**src/rtl/mlp_bp_pkg.sv**
```systemverilog
// Shared definitions for the MLP branch-predictor feeder.
//   FEATURES_DFLT : default global-history width (matches the predictor)
//   DEPTH_DFLT    : default in-flight branch queue depth
//   bq_entry_t    : queue entry layout {pc, feature snapshot, predicted dir}
//   tag_w()       : tag/pointer width for a given queue depth
package mlp_bp_pkg;

  localparam int FEATURES_DFLT = 32;
  localparam int DEPTH_DFLT    = 8;
  localparam int PC_W          = 32;

  // Entry layout at the default history width. The top level declares the
  // same shape locally so that a FEATURES override keeps the fields aligned.
  typedef struct packed {
    logic [PC_W-1:0]          pc;
    logic [FEATURES_DFLT-1:0] features;
    logic                     pred;
  } bq_entry_t;

  function automatic int tag_w(input int depth);
    return (depth > 1) ? $clog2(depth) : 1;
  endfunction

endpackage

```
**src/rtl/mlp_bq_fifo.sv**
```systemverilog
// In-order queue of in-flight predicted branches.
//   push/push_data : append an entry at wr_ptr
//   pop            : drop the head entry (rd_ptr advances)
//   flush          : empty the queue, rd_ptr <= wr_ptr (pointers equalised)
//   truncate       : pop the head and discard everything younger
//                    (wr_ptr <= rd_ptr+1); caller asserts pop with it
//   head_data      : entry at rd_ptr
//   rd_ptr/wr_ptr  : pointers, wrap mod DEPTH
//   count          : entries held, 0..DEPTH (distinguishes full from empty)
module mlp_bq_fifo
  import mlp_bp_pkg::*;
#(
  parameter int W     = PC_W + FEATURES_DFLT + 1,
  parameter int DEPTH = DEPTH_DFLT,
  parameter int TAG_W = tag_w(DEPTH)
) (
  input  logic             clk,
  input  logic             rst_n,
  input  logic             push,
  input  logic [W-1:0]     push_data,
  input  logic             pop,
  input  logic             flush,
  input  logic             truncate,
  output logic [W-1:0]     head_data,
  output logic [TAG_W-1:0] rd_ptr,
  output logic [TAG_W-1:0] wr_ptr,
  output logic [TAG_W:0]   count
);

  logic [DEPTH-1:0][W-1:0] mem_q, mem_d;
  logic [TAG_W-1:0]        rd_q, rd_d, wr_q, wr_d;
  logic [TAG_W:0]          cnt_q, cnt_d;

  always_comb begin
    mem_d = mem_q;
    rd_d  = rd_q;
    wr_d  = wr_q;
    cnt_d = cnt_q;
    if (flush) begin
      rd_d  = wr_q;
      cnt_d = '0;
    end else if (truncate) begin
      // Head is consumed and the whole wrong path behind it vanishes.
      rd_d  = rd_q + TAG_W'(1);
      wr_d  = rd_q + TAG_W'(1);
      cnt_d = '0;
    end else begin
      if (push) begin
        mem_d[wr_q] = push_data;
        wr_d        = wr_q + TAG_W'(1);
      end
      if (pop) rd_d = rd_q + TAG_W'(1);
      cnt_d = cnt_q + {{TAG_W{1'b0}}, push} - {{TAG_W{1'b0}}, pop};
    end
  end

  always_ff @(posedge clk or negedge rst_n) begin
    if (!rst_n) begin
      mem_q <= '0;
      rd_q  <= '0;
      wr_q  <= '0;
      cnt_q <= '0;
    end else begin
      mem_q <= mem_d;
      rd_q  <= rd_d;
      wr_q  <= wr_d;
      cnt_q <= cnt_d;
    end
  end

  assign head_data = mem_q[rd_q];
  assign rd_ptr    = rd_q;
  assign wr_ptr    = wr_q;
  assign count     = cnt_q;

endmodule

```
**src/rtl/mlp_train_ctrl.sv**
```systemverilog
// Feeder for the MLP branch predictor.
// Supplies the speculative global history at fetch, queues every predicted
// branch with its history snapshot, and emits a registered training beat
// when the oldest branch resolves. Mispredicts and flushes repair history.
//   fetch_*        : branch predicted in IF (push), fetch_ready/fetch_tag back
//   pred_features  : speculative GHR to the predictor
//   resolve_*      : oldest branch resolved in EX (pop)
//   flush_all      : kill every in-flight branch, restore committed GHR
//   train_*        : one-cycle training pulse, values held between pulses
//   mispredict     : pulses with train_en when the prediction was wrong
//   occupancy      : entries in flight
//   tag_error      : sticky protocol-violation flag (clears on reset only)
module mlp_train_ctrl
  import mlp_bp_pkg::*;
#(
  parameter int FEATURES = FEATURES_DFLT,
  parameter int DEPTH    = DEPTH_DFLT,
  parameter int TAG_W    = tag_w(DEPTH)
) (
  input  logic                clk,
  input  logic                rst_n,
  input  logic                fetch_valid,
  input  logic [31:0]         fetch_pc,
  input  logic                pred_taken,
  output logic [FEATURES-1:0] pred_features,
  output logic                fetch_ready,
  output logic [TAG_W-1:0]    fetch_tag,
  input  logic                resolve_valid,
  input  logic [TAG_W-1:0]    resolve_tag,
  input  logic                resolve_taken,
  input  logic                flush_all,
  output logic                train_en,
  output logic [31:0]         train_pc,
  output logic [FEATURES-1:0] train_features,
  output logic                actual_taken,
  output logic                mispredict,
  output logic [TAG_W:0]      occupancy,
  output logic                tag_error
);

  typedef struct packed {
    logic [PC_W-1:0]     pc;
    logic [FEATURES-1:0] features;
    logic                pred;
  } entry_t;

  localparam int             ENTRY_W   = $bits(entry_t);
  localparam logic [TAG_W:0] DEPTH_CNT = (TAG_W+1)'(DEPTH);

  entry_t               head, push_entry;
  logic [ENTRY_W-1:0]   head_raw;
  logic [TAG_W-1:0]     rd_ptr, wr_ptr;
  logic [TAG_W:0]       count;
  logic                 do_pop, do_push, mis, truncate;

  logic [FEATURES-1:0]  spec_ghr_q, spec_ghr_d;
  logic [FEATURES-1:0]  arch_ghr_q, arch_ghr_d;
  logic                 train_en_q, train_en_d;
  logic [31:0]          train_pc_q, train_pc_d;
  logic [FEATURES-1:0]  train_feat_q, train_feat_d;
  logic                 actual_q, actual_d;
  logic                 mispred_q, mispred_d;
  logic                 tag_err_q, tag_err_d;

  // A full queue never accepts, even when the head pops this cycle.
  assign fetch_ready = (count < DEPTH_CNT);
  assign head        = entry_t'(head_raw);

  assign do_pop   = resolve_valid && (count != '0);
  assign mis      = do_pop && (resolve_taken != head.pred);
  // Anything fetched alongside a flush or a mispredict is wrong-path.
  assign do_push  = fetch_valid && fetch_ready && !flush_all && !mis;
  assign truncate = mis && !flush_all;

  assign push_entry = '{pc: fetch_pc, features: spec_ghr_q, pred: pred_taken};

  mlp_bq_fifo #(
    .W     (ENTRY_W),
    .DEPTH (DEPTH),
    .TAG_W (TAG_W)
  ) u_fifo (
    .clk       (clk),
    .rst_n     (rst_n),
    .push      (do_push),
    .push_data (push_entry),
    .pop       (do_pop),
    .flush     (flush_all),
    .truncate  (truncate),
    .head_data (head_raw),
    .rd_ptr    (rd_ptr),
    .wr_ptr    (wr_ptr),
    .count     (count)
  );

  always_comb begin
    arch_ghr_d = arch_ghr_q;
    if (do_pop) arch_ghr_d = {arch_ghr_q[FEATURES-2:0], resolve_taken};

    spec_ghr_d = spec_ghr_q;
    if (flush_all)
      spec_ghr_d = arch_ghr_d;           // includes this cycle's resolve
    else if (mis)
      spec_ghr_d = {head.features[FEATURES-2:0], resolve_taken};
    else if (do_push)
      spec_ghr_d = {spec_ghr_q[FEATURES-2:0], pred_taken};

    train_en_d   = do_pop;
    mispred_d    = mis;
    train_pc_d   = train_pc_q;
    train_feat_d = train_feat_q;
    actual_d     = actual_q;
    if (do_pop) begin
      train_pc_d   = head.pc;
      train_feat_d = head.features;
      actual_d     = resolve_taken;
    end

    tag_err_d = tag_err_q
              | (resolve_valid && (count == '0))
              | (do_pop && (resolve_tag != rd_ptr));
  end

  always_ff @(posedge clk or negedge rst_n) begin
    if (!rst_n) begin
      spec_ghr_q   <= '0;
      arch_ghr_q   <= '0;
      train_en_q   <= 1'b0;
      train_pc_q   <= '0;
      train_feat_q <= '0;
      actual_q     <= 1'b0;
      mispred_q    <= 1'b0;
      tag_err_q    <= 1'b0;
    end else begin
      spec_ghr_q   <= spec_ghr_d;
      arch_ghr_q   <= arch_ghr_d;
      train_en_q   <= train_en_d;
      train_pc_q   <= train_pc_d;
      train_feat_q <= train_feat_d;
      actual_q     <= actual_d;
      mispred_q    <= mispred_d;
      tag_err_q    <= tag_err_d;
    end
  end

  assign pred_features  = spec_ghr_q;
  assign fetch_tag      = wr_ptr;
  assign occupancy      = count;
  assign train_en       = train_en_q;
  assign train_pc       = train_pc_q;
  assign train_features = train_feat_q;
  assign actual_taken   = actual_q;
  assign mispredict     = mispred_q;
  assign tag_error      = tag_err_q;

endmodule
```
**config.mk**
```make
export PLATFORM = sky130hd
export DESIGN_NAME = mlp_train_ctrl
export DESIGN_NICKNAME = d
export VERILOG_FILES = /design/src/rtl/mlp_bp_pkg.sv /design/src/rtl/mlp_bq_fifo.sv /design/src/rtl/mlp_train_ctrl.sv
export SDC_FILE = /design/constraint.sdc
export NUM_CORES = 1
export LEC_CHECK = 0
export BUFFER_PORTS_ARGS = -buffer_cell sky130_fd_sc_hd__buf_2
export CORE_ASPECT_RATIO = 0.5
export CORE_MARGIN = 8
export CORE_UTILIZATION = 55
export DETAILED_ROUTE_END_ITERATION = 10
export GPL_TIMING_DRIVEN = 0
export PLACE_DENSITY = 0.79
export SLEW_MARGIN = 20
export SYNTH_ARGS = -nofsm -noshare
export SYNTH_HDL_FRONTEND = slang
export SYNTH_SLANG_ARGS = --single-unit
```
**constraint.sdc**
```tcl
create_clock -name clk -period 4.2 [get_ports clk]
set_input_delay 0.42 -clock clk [delete_from_list [all_inputs] [get_ports clk]]
set_output_delay 0.42 -clock clk [all_outputs]
set_load 0.02 [all_outputs]
```
After elaboration in Yosys (flattened, before gate mapping)
Cells that the tools add are included.

Bits in registers: 662. Input port bits: 42. Output and inout bits: 108. Logic and storage cells: 67.

$add $sub $neg: 4. Magnitude comparators: 4. Eq/ne operators: 2. Muxes and demuxes: 16. Bitwise operators: 4. Reductions and logical operators: 18.

Operators by type and width (number): bitwise mux 520 bit (1); binary-select mux 65 bit (select 3 bit) (1); demux 65 bit (select 3 bit) (1); 2-to-1 mux 65 bit (2); 2-to-1 mux 32 bit (4); 2-to-1 mux 3 bit (5); logical AND 1 bit (9); less-than comparator 3 x 4 -> 1 bit (second input constant) (2); 2-to-1 mux 4 bit (2); adder 3 x 1 -> 3 bit (second input constant) (2); nonzero test 3 bit (2); adder 4 x 1 -> 4 bit (1); zero test 4 bit (1); less-than comparator 4 bit (second input constant) (1); nonzero test 4 bit (1); subtractor 4 x 1 -> 4 bit (1); >= comparator 3 x 1 -> 1 bit (second input constant) (1); != test 3 bit (1); AND reduction 3 bit (1); zero test 1 bit (2); inverter 1 bit (2); OR 1 bit (2); AND reduction 2 bit (1); nonzero test 2 bit (1); != test 1 bit (1).

Longest topological paths before layout
Depth after elaboration: 10. Depth in mapped cells: 15. Gate-level depth less buffers: 12.

Hierarchy
Synthesis repeated with hierarchy kept, for this count alone.

Cells, all modules: 1977. Area total of the unflattened synthesis: 29834.9 um2.

By module, submodules not included: mlp_bq_fifo (times used 1, cells an instance 1403, area an instance 24111.9 um2, seq. area each 13262.7 um2); mlp_train_ctrl (times used 1, cells an instance 574, area an instance 5723.0 um2, seq. area each 3303.2 um2).

Least setup slack after synthesis
OpenSTA, ideal clock, no wires.

Kind: flip-flop to flip-flop. Start point: register u_fifo.cnt_q[3] (netlist: u_fifo.count[3]). End point: register u_fifo.cnt_q[2] (netlist: u_fifo.count[2]). Library setup time: 0.135 ns. Data arrival time: 3.431 ns. Data required time: 4.065 ns. Path slack: 0.634 ns. Stages on the path, launching flop included: 15. Buffers on the path: 3. Period minus slack after synthesis: 3.566 ns. Path through: dfrtp_1 inv_1 ha_1 or3b_2 nand2_1 inv_1 buf_1 clkbuf_1 buf_1 ha_1 inv_1 ha_1 fa_1 xnor2_1 nor3_1.

Elaborated cells on any way between the ends: 13. Those cells by class: 2 x add/sub; 1 x order compare; 2 x mux; 8 x reduce/logical.

RTL lines: start, declared (line mlp_bq_fifo.sv:32) `logic [TAG_W:0] cnt_q, cnt_d;`; start signal, assigned (line mlp_bq_fifo.sv:67) `cnt_q <= cnt_d;`; less-than comparator 4 bit (line mlp_train_ctrl.sv:66) `assign fetch_ready = (count < DEPTH_CNT);`; net fetch_ready (line mlp_train_ctrl.sv:26) `output logic fetch_ready,`; logical AND 1 bit (3 in series) (line mlp_train_ctrl.sv:72) `assign do_push = fetch_valid && fetch_ready && !flush_all && !mis;`; adder 4 x 1 -> 4 bit (line mlp_bq_fifo.sv:53) `cnt_d = cnt_q + {{TAG_W{1'b0}}, push} - {{TAG_W{1'b0}}, pop};`; subtractor 4 x 1 -> 4 bit (line mlp_bq_fifo.sv:53); 2-to-1 mux 4 bit (line mlp_bq_fifo.sv:42) `end else if (truncate) begin`; 2-to-1 mux 4 bit (line mlp_bq_fifo.sv:39) `if (flush) begin`; net u_fifo.cnt_d[2] (line mlp_bq_fifo.sv:32).

The timed path passes the listed nets, and every way through them passes these cells. A chain may end at the register's enable or synchronous reset.

Worst setup path in the final report
Start point: register u_fifo.rd_q[1] (netlist: u_fifo.rd_ptr[1]). End point: register train_pc_q[30] (netlist: train_pc[30]).

Longest elaborated chain between the ends: 2.

Ends and longest elaborated chain: start, declared (line mlp_bq_fifo.sv:31) `logic [TAG_W-1:0] rd_q, rd_d, wr_q, wr_d;`; start signal, assigned (line mlp_bq_fifo.sv:65) `rd_q <= rd_d;`; binary-select mux 65 bit (select 3 bit) (line mlp_bq_fifo.sv:71) `assign head_data = mem_q[rd_q];`; 2-to-1 mux 65 bit (not written as such) (line mlp_bq_fifo.sv:71); end signal, assigned (line mlp_train_ctrl.sv:137) `train_pc_q <= train_pc_d;`; end, declared (line mlp_train_ctrl.sv:59) `logic [31:0] train_pc_q, train_pc_d;`.

Every way passes these cells. The select of a mux whose other input is x is not followed.

==> flow_metrics.py <==
metrics = {
    "status": {
        "status": "complete, no violations",
    },
    "clock_network": {
        "root_buffer": "clkbuf_16",
        "clock_sinks": 662,
        "cts_tree": "built",
        "htree_levels": 2,
        "cts.clk_slew.worst_paths_ps": 70,
        "cts_buffers": 59,
        "ctsLongestPathBuffers": 3,
        "worstSkewPairLatency_ps": 600,
    },
    "synthesis": {
        "synth_nets": 1983,
        "synthArstFlopShare_pct": 100,
        "ys_types": 40,
        "ys_warn_count": 0,
        "ys_seq_elements": 662,
        "ys_seq_area_share_pct": 56.1,
        "synth-edff-count": 0,
        "syn_inst": 1933,
        "ys.flop_type": "dfrtp_1",
        "syn-cell-area_um2": 29500,
        "synth.avg_cell_area_um2": 15.3,
    },
    "min_path": {
        "hold_depth": 2,
        "hold_path_class": "input port to flip-flop",
        "min_from": "resolve_valid",
    },
    "worst_setup_path": {
        "slowest_delay_ps": 770,
        "crit_arrival_ps": 4460,
        "r2r_start": "u_fifo.rd_ptr[1]",
        "worst_path_max_delay_cell": "buf_1",
        "cp.required_ps": 4650,
        "worstSetupPathType": "flip-flop to flip-flop",
        "r2r_slack_ps": 190,
        "critPathLaunchType": "flip-flop",
        "reg2regPathDepth": 7,
        "r2r-end": "train_pc[30]",
        "crit_start": "u_fifo.rd_ptr[1]",
        "crit_fanout": 10,
        "worstSetupEndpointType": "flip-flop",
        "path_cells": "clkbuf_1, buf_1, clkbuf_1, buf_1, mux4_2, mux2i_1, o21ai_0",
        "crit_end": "train_pc[30]",
    },
    "detailed_routing": {
        "routed_via_density": 6.01,
        "wl_per_cell_um": 24.8,
        "drt_iter0_drc": 1232,
        "vias": 17500,
        "routed_wl_um": 72100,
        "ant_nets": 0,
        "drtPass1Iterations": 5,
        "drc": 0,
    },
    "timing": {
        "min_period_ps": 4010,
        "fin_crit_sh_pct": 95.4,
        "grt_setup_unrepaired": "no",
        "fmax_ghz": 0.250,
        "max_slew_margin_pct": 26.4,
        "setup_viol": 0,
        "finClkSkew_ps": 16.8,
        "maxSlewViolCount": 0,
        "finalHoldViolCount": 0,
        "worst_slew_pin_slew_ps": 1100,
    },
    "grt": {
        "grt-ovfl-total": 0,
        "grt_usage_pct": 23.4,
        "grt_pass1_vias": 19000,
        "grt_max_degree": 102,
        "antenna_found_initial": 8,
        "grt_pass1_wl_um": 114000,
    },
    "final_layout": {
        "multiInputGateArea_um2": 12100,
        "areaGrowthSynthToFinish_pct": 12.9,
        "design_area_um2": 33300,
        "fillers": 3895,
        "drive_gt1_share_pct": 47.4,
        "regArea_um2": 16600,
        "final_net_count": 2200,
        "fin_util_pct": 62.4,
    },
    "power_and_ir_drop": {
        "cellPowerDensity_nw_per_um2": 719,
        "leakage_nw": 15.8,
        "ir_drop_uv": 344,
    },
    "place": {
        "port_buffers": 148,
        "dp_hpwl_um": 46700,
        "placed_area_um2": 31400,
        "gp_congestion": 0.825,
    },
    "floorplan": {
        "start_util_pct": 55.3,
        "die_w_um": 344,
        "fp.dieArea_um2": 61800,
        "die_h_um": 180,
        "rows": 60,
        "io-pin-count": 150,
        "core_area_um2": 53400,
    },
    "flow_run": {
        "max-cap-violations": 0,
    },
}
## report_power, final
part	total (W)	leakage (nW)	switching, W	internal (W)
sequential	0.00980	8.69	0.00118	0.00862
combinational	0.00867	6.19	0.00437	0.00430
clock	0.00548	0.950	0.00239	0.00309
total	0.0240	15.8	0.00795	0.0160
## metal layers
metal / part of all wire, % / up-vias / GRT usage (%)
li1: - / 7454 / -
met5: 0.037 / - / 0
met2: 50 / 458 / 38.9
met1: 42 / 9438 / 31.4
met3: 4.7 / 154 / 3.95
met4: 3.4 / 4 / 7.68
## critical path, delay by kind of cell, from the launching register on
family	cells	cell delay (ps)
buffers and inverters	4	2710
flip-flops	1	350
multiplexers	2	660
AO/OA/AOI/OAI	1	130
## layout make-up
type / instances / area share [%]
sequential: 662 / 49.7
tap: 713 / 2.68
antenna: 6 / 0.0451
clock buffer: 90 / 5.23
multi-input combinational: 1099 / 36.3
clock inverter: 15 / 0.544
inverter: 13 / 0.158
timing repair buffer: 157 / 2.88
buffer: 158 / 2.43
## placed cells by master (no fill, tap or decap), types with 54 or more instances in the layout
| cell type | count |
|---|---|
| mux2_2 | 546 |
| nand2_1 | 96 |
| buf_1 | 54 |
| o21ai_0 | 89 |
| mux2i_1 | 104 |
| clkbuf_16 | 59 |
| dfrtp_1 | 662 |
| mux4_2 | 117 |
| buf_2 | 174 |
## cells in the mapped netlist, types with 2 or more instances
| cell | instances | area [um^2] |
|---|---|---|
| nor2_1 | 3 | 11.3 |
| and2_1 | 2 | 12.5 |
| mux4_2 | 117 | 2640 |
| and4_1 | 3 | 26.3 |
| buf_1 | 60 | 225 |
| nand2_1 | 97 | 364 |
| ha_1 | 7 | 87.6 |
| buf_4 | 36 | 270 |
| a221oi_1 | 6 | 52.6 |
| dfrtp_1 | 662 | 16600 |
| o22ai_1 | 8 | 50.1 |
| inv_1 | 12 | 45.0 |
| nand4_1 | 2 | 12.5 |
| a21o_1 | 2 | 15.0 |
| a21oi_1 | 3 | 15.0 |
| xnor2_1 | 7 | 61.3 |
| mux2i_1 | 104 | 1040 |
| o311ai_0 | 2 | 17.5 |
| mux2_1 | 2 | 22.5 |
| mux2_2 | 546 | 6150 |
| nand3_1 | 7 | 35.0 |
| clkbuf_1 | 35 | 131 |
| buf_6 | 6 | 67.6 |
| nor3_1 | 7 | 35.0 |
| mux2_4 | 50 | 751 |
| buf_2 | 22 | 110 |
| or2_2 | 6 | 37.5 |
| o21ai_0 | 89 | 445 |
| or3_1 | 6 | 37.5 |
| and3_1 | 14 | 87.6 |
## through the flow
stage                     worst slack, ps  power (W)  std cells  setup TNS, ps  hold WS (ps)
after floorplan                       634     0.0158       1933              0           124
final                                 194     0.0240       2913              0          71.8
after CTS                            62.4     0.0240       2907              0          33.6
after global routing                 45.4     0.0251       2913              0          70.7
after global placement             -11030     0.0181       2794       -7233790           435
after detailed placement             -638     0.0185       2801          -2100           268
## sequential cells by signal, summed over array words and instances, names as in the netlist
signal / flops
u_fifo.count: 4
mispredict: 1
train_en: 1
tag_error: 1
train_pc: 32
train_features: 32
actual_taken: 1
arch_ghr_q: 32
u_fifo.wr_ptr: 3
u_fifo.rd_ptr: 3
pred_features: 32
u_fifo.mem_q: 520
## what timing repair did
item | in CTS | in global routing
endpoints found under the hold margin | 61 | 0
gates resized for setup | 2 | 1
setup endpoints to repair | 4 | 2
setup buffers | 1 | 0
gates cloned | 0 | 0
hold buffers | 1 | 0
## how the worst min path moves through the flow
stage,to,slack (ps)
finish,tag_error,70
global route,tag_error,70
CTS,tag_error,30
detailed placement,u_fifo.mem_q[180],270
global placement,tag_error,430
floorplan,actual_taken,120
## cell families (layout without fill, tap and decap cells)
family          count (synthesis)  in the layout  synth area share, %
mux                           820            820                 36.0
flops                         662            662                 56.1
buf+inv                       172            433                 2.89
simple gates                  152            152                 2.37
compound gates                111            111                 2.04
fa+ha+maj                       8              8                0.365
xor+xnor                        8              8                0.237
other cells                     0              6                    0
Note: power is estimated with default switching activity, not from simulation.
